**src/rtl/audio_channel_mixer.sv**
```systemverilog
// Time-multiplexed N-channel audio mixer: snapshots unsigned voice samples on a
// strobe, MACs one channel per cycle into L/R accumulators, scales, saturates.
module audio_channel_mixer #(
  parameter int NUM_CH = 4,
  parameter int IN_W   = 4,
  parameter int VOL_W  = 5,
  parameter int OUT_W  = 24,
  parameter int SHIFT  = 14
) (
  input  logic                     clk,
  input  logic                     rst_n,
  input  logic                     sample_strobe,
  input  logic [NUM_CH*IN_W-1:0]   ch_samples,
  input  logic [NUM_CH-1:0]        ch_enable_l,
  input  logic [NUM_CH-1:0]        ch_enable_r,
  input  logic [VOL_W-1:0]         volume,
  input  logic                     mute,
  input  logic                     clear_overrun,
  output logic [OUT_W-1:0]         out_l,
  output logic [OUT_W-1:0]         out_r,
  output logic                     out_valid,
  output logic                     busy,
  output logic                     overrun
);

  localparam int IDX_W  = (NUM_CH > 1) ? $clog2(NUM_CH) : 1;
  localparam int ACC_W  = IN_W + VOL_W + 1 + $clog2(NUM_CH) + 1;
  localparam int WIDE_W = ACC_W + SHIFT;
  localparam int SAT_W  = ((WIDE_W > OUT_W) ? WIDE_W : OUT_W) + 1;

  localparam logic signed [SAT_W-1:0] MAX_V = {{(SAT_W-OUT_W+1){1'b0}}, {(OUT_W-1){1'b1}}};
  localparam logic signed [SAT_W-1:0] MIN_V = {{(SAT_W-OUT_W+1){1'b1}}, {(OUT_W-1){1'b0}}};

  typedef enum logic [1:0] {IDLE, ACCUM, FINISH} state_t;

  state_t                   state, state_nxt;
  logic [IDX_W-1:0]         idx;
  logic [NUM_CH*IN_W-1:0]   snap_samples;
  logic [NUM_CH-1:0]        snap_en_l;
  logic [NUM_CH-1:0]        snap_en_r;
  logic [VOL_W-1:0]         snap_vol;
  logic                     snap_mute;
  logic signed [ACC_W-1:0]  acc_l, acc_r;

  logic                     start;
  logic                     last_ch;
  logic [IN_W-1:0]          cur_sample;
  logic signed [ACC_W-1:0]  s_w, v_w, p_w;
  logic signed [SAT_W-1:0]  wide_l, wide_r;

  assign start   = sample_strobe && (state == IDLE);
  assign last_ch = (idx == IDX_W'(NUM_CH - 1));

  // Offset-binary sample to signed, then scale by the unsigned master volume.
  always_comb begin
    cur_sample = snap_samples[int'(idx)*IN_W +: IN_W];
    s_w        = $signed({{(ACC_W-IN_W){1'b0}}, cur_sample}) - $signed(ACC_W'(1) << (IN_W - 1));
    v_w        = $signed({{(ACC_W-VOL_W){1'b0}}, snap_vol});
    p_w        = s_w * v_w;
    wide_l     = $signed({{(SAT_W-ACC_W){acc_l[ACC_W-1]}}, acc_l}) <<< SHIFT;
    wide_r     = $signed({{(SAT_W-ACC_W){acc_r[ACC_W-1]}}, acc_r}) <<< SHIFT;
  end

  function automatic logic [OUT_W-1:0] sat(input logic signed [SAT_W-1:0] w);
    if (w > MAX_V)      return MAX_V[OUT_W-1:0];
    else if (w < MIN_V) return MIN_V[OUT_W-1:0];
    else                return w[OUT_W-1:0];
  endfunction

  always_ff @(posedge clk or negedge rst_n) begin
    if (!rst_n) state <= IDLE;
    else        state <= state_nxt;
  end

  always_comb begin
    state_nxt = state;
    case (state)
      IDLE:    if (start)   state_nxt = ACCUM;
      ACCUM:   if (last_ch) state_nxt = FINISH;
      FINISH:  state_nxt = IDLE;
      default: state_nxt = IDLE;
    endcase
  end

  always_comb begin
    busy = (state != IDLE);
  end

  always_ff @(posedge clk or negedge rst_n) begin
    if (!rst_n) begin
      idx          <= '0;
      snap_samples <= '0;
      snap_en_l    <= '0;
      snap_en_r    <= '0;
      snap_vol     <= '0;
      snap_mute    <= 1'b0;
      acc_l        <= '0;
      acc_r        <= '0;
      out_l        <= '0;
      out_r        <= '0;
      out_valid    <= 1'b0;
    end else begin
      out_valid <= 1'b0;
      case (state)
        IDLE: if (start) begin
          snap_samples <= ch_samples;
          snap_en_l    <= ch_enable_l;
          snap_en_r    <= ch_enable_r;
          snap_vol     <= volume;
          snap_mute    <= mute;
          acc_l        <= '0;
          acc_r        <= '0;
          idx          <= '0;
        end
        ACCUM: begin
          if (snap_en_l[idx]) acc_l <= acc_l + p_w;
          if (snap_en_r[idx]) acc_r <= acc_r + p_w;
          idx <= idx + 1'b1;
        end
        FINISH: begin
          out_l     <= snap_mute ? '0 : sat(wide_l);
          out_r     <= snap_mute ? '0 : sat(wide_r);
          out_valid <= 1'b1;
        end
        default: ;
      endcase
    end
  end

  // A strobe that arrives while a mix is running wins over a same-cycle clear.
  always_ff @(posedge clk or negedge rst_n) begin
    if (!rst_n)                                overrun <= 1'b0;
    else if (sample_strobe && state != IDLE)   overrun <= 1'b1;
    else if (clear_overrun)                    overrun <= 1'b0;
  end

endmodule
```
**config.mk**
```make
export PLATFORM = sky130hd
export DESIGN_NAME = audio_channel_mixer
export DESIGN_NICKNAME = d
export VERILOG_FILES = /design/src/rtl/audio_channel_mixer.sv
export SDC_FILE = /design/constraint.sdc
export NUM_CORES = 1
export LEC_CHECK = 0
export CAP_MARGIN = 5
export CORE_ASPECT_RATIO = 0.75
export CORE_MARGIN = 2
export CORE_UTILIZATION = 55
export CTS_BUF_LIST = sky130_fd_sc_hd__clkbuf_16
export DETAILED_ROUTE_END_ITERATION = 10
export PLACE_DENSITY_LB_ADDON = 0.08
export SYNTH_ARGS = -nofsm -noshare
export SYNTH_HDL_FRONTEND = slang
export SYNTH_SLANG_ARGS = --single-unit
```
**constraint.sdc**
```tcl
create_clock -name clk -period 8.05 [get_ports clk]
set_clock_uncertainty 0.05 [all_clocks]
set_input_delay 1.61 -clock clk [delete_from_list [all_inputs] [get_ports clk]]
set_output_delay 1.61 -clock clk [all_outputs]
set_load 0.1 [all_outputs]
```
==> results.tsv <==
stage	metric	value	unit
sta	Hold Fails Final Rpt	0	
logic_synthesis	sequential area share after synthesis	38.7	%
clocking	H-tree Lvls	3	
die	I/O pins	85	
sta	max_slew headroom	27.5	%
global_route	vias in the first global route	4085	
global_route	global-route wire length before repair	19800	µm
worst_setup_path	Crit-path slowest cell	mux4_2	
clocking	maximum clock path buffer count	2	
worst_setup_path	Setup crit end kind	flop	
clocking	cts bufs inserted	9	
die	Core ar.	9620	µm²
logic_synthesis	Netlist cell types	44	
clocking	CTS root buffer	clkbuf_16	
sta	final-report setup violation count	0	
hold_path	worst min path class	reg2reg	
place	hpwl dp	8590	µm
sta	post-route setup TNS	0	ns
worst_setup_path	CP dominant cell by count	fa_1	
worst_setup_path	RR Startpoint	idx[0]	
worst_setup_path	delay-heaviest family, CP	adder cells	
sta	Setup WS post-layout	1.92	ns
clocking	setup bufs post-CTS	0	
clocking	worst skew pair latency	0.33	ns
logic_synthesis	mapped cell area	5440	µm²
worst_setup_path	CP startpoint	idx[0]	
drt	DR pass1 iterations	5	
final_layout	n_diodes	0	
drt	DRC viols	0	
worst_setup_path	CP Launch Type	flop	
worst_setup_path	CP required	8.19	ns
place	gpl congestion	0.860	
drt	DRT antenna net count	0	
place	input/output buffers	84	
run_status	status	complete, no violations	
drt	Vias	4011	
final_layout	fill count	784	
drt	WL/cell	15.9	µm
sta	pins over their slew limit	0	
sta	worst hold slack	0.414	ns
clocking	CTS clk-pin slew, worst paths	0.06	ns
global_route	gr usage total	22.9	%
worst_setup_path	Crit Path Max Fanout	9	
worst_setup_path	Worst path max stage delay	0.66	ns
final_layout	commonest non-fill, non-tap cell in the layout	dfrtp_1	
global_route	largest net degree at the start of global routing	85	
logic_synthesis	Post-synth ARST share	100	%
die	die height	90.1	µm
worst_setup_path	CP Cell Sequence	mux4_2, or2_2, fa_1, fa_1, fa_1, inv_1, fa_1, a21o_1, a21oi_1, xnor2_1, ha_1, a2111o_1, o21ai_1, o21ai_0, xor2_1, o211ai_1, o31ai_1	
job	Max Cap Violations	0	
sta	FMAX	163	MHz
clocking	clock sinks	84	
global_route	total grt overflow	0	
logic_synthesis	Yosys reg bits	84	
drt	final wirelength	11600	µm
clocking	CTS tree	done	
global_route	initial antenna violation count	0	
sta	post-layout min period	6.13	ns
die	Initial Util	56.5	%
worst_setup_path	critical path type	reg2reg	
drt	DRT iter0 DRCs	223	
sta	fin crit share	76.1	%
logic_synthesis	top post-synthesis cells by area	dfrtp_1 39%, ha_1 11%, mux2_2 6.4%	
logic_synthesis	Post-Synthesis Net Count	635	
worst_setup_path	crit path DAT	6.27	ns
clocking	Hold Buf Count CTS	0	
sta	Worst Max-Slew Pin Slew	1.08	ns
logic_synthesis	Synth area leader	dfrtp_1	
final_layout	most frequent cells in the layout	84 x dfrtp_1, 83 x clkdlybuf4s50_1, 54 x nand2_1	
drt	Vias/cell	5.47	
logic_synthesis	post-synthesis cell count	542	
clocking	CTS resizes	0	
sta	unrepaired setup endpoints after global routing	false	
final_layout	Nets	690	
final_layout	Core Util, Final	67.5	%
worst_setup_path	buffers plus inverters on the worst setup path	1	
die	Die ar.	10700	µm²
die	Row Count	31	
hold_path	HP Start	out_r[17]	
logic_synthesis	syn avg cell area	10.0	µm²
logic_synthesis	top_reg_cell synth	dfrtp_1	
place	DP Worst Slack	1.91	ns
logic_synthesis	post-synth top area share	38.7	%
logic_synthesis	yosys warns	0	
final_layout	area grow syn2layout	19.5	%
logic_synthesis	Post-synth EDFFs	0	
die	chip width	119	µm
final_layout	layout cell share with drive strength beyond 1	10.1	%
-- worst paths after layout --
path	slack (ns)	depth (start not counted)	to
worst min register to register	0.41	2	out_r[17]
min in group asynchronous	1.38	1	out_l[23]
max in group asynchronous	5.84	1	snap_samples[15]
worst max register to register	1.92	17	acc_l[12]
worst min-delay path	0.41	2	out_r[17]
worst max-delay path	1.92	17	acc_l[12]
-- layout make-up --
type	count	area, µm²	area share [%]
tap	132	165	2.54
clock inverter	6	81.3	1.25
clock buffer	9	225	3.47
inverter	37	139	2.14
timing repair buffer	86	853	13.1
sequential	84	2100	32.4
multi-input combinational	379	2930	45.1
-- registers in the layout, indices dropped and copies added, names as in the netlist --
name	cells
snap_samples	16
snap_en_r	4
out_l	11
overrun	1
acc_r	13
snap_mute	1
state	2
snap_vol	5
out_valid	1
out_r	11
idx	2
acc_l	13
snap_en_l	4
-- cells in the mapped netlist (all sizes together), types with 4 or more instances --
master   n
and2    13
nor2b    6
a21oi   18
a21o    11
xnor2   13
fa      12
nor2    20
mux2    31
o21a     5
xor2    12
o211ai   4
clkbuf   7
nand3   27
inv     37
mux4     6
buf     35
nand2b   5
ha      47
o21bai   6
o21ai   55
dfrtp   84
nand2   55
a211oi   5
a22o     4
-- routing by layer --
metal	track usage, %	vias up	routed length (µm)
met5	0	-	0
met4	6.25	0	187
met3	4.95	19	627
met2	36.3	102	5510
met1	31.9	1928	5320
li1	-	1962	-
-- worst reg2reg max path, cell delays in order, from the launching register on --
cell      delay, ns
dfrtp_1        0.61
mux4_2         0.66
or2_2          0.33
fa_1           0.51
fa_1           0.51
fa_1           0.54
inv_1          0.07
fa_1           0.47
a21o_1         0.20
a21oi_1        0.23
xnor2_1        0.20
ha_1           0.35
a2111o_1       0.43
o21ai_1        0.24
o21ai_0        0.16
xor2_1         0.17
o211ai_1       0.17
o31ai_1        0.10
-- cell families after synthesis --
logic type                 count (synthesis)  share of synthesized area, %
adders and majority gates                 59                          15.2
buffers and inverters                     79                          7.44
xor gates and xnor gates                  25                          4.17
DFF                                       84                          38.7
muxes                                     38                          9.09
and+or+nand+nor                          138                          11.8
AOI/OAI and AO/OA                        119                          13.6
-- per-stage QoR --
stage / std cells / cell area [µm²]
2_1_floorplan: 542 / 5440
3_3_place_gp: 718 / 6190
3_5_place_dp: 718 / 6190
4_1_cts: 733 / 6500
5_1_grt: 733 / 6500
6_report: 733 / 6500
Power is left out: the tool's default activity adds up to more than one toggle a clock period on the data nets, which glitch-free logic cannot reach.
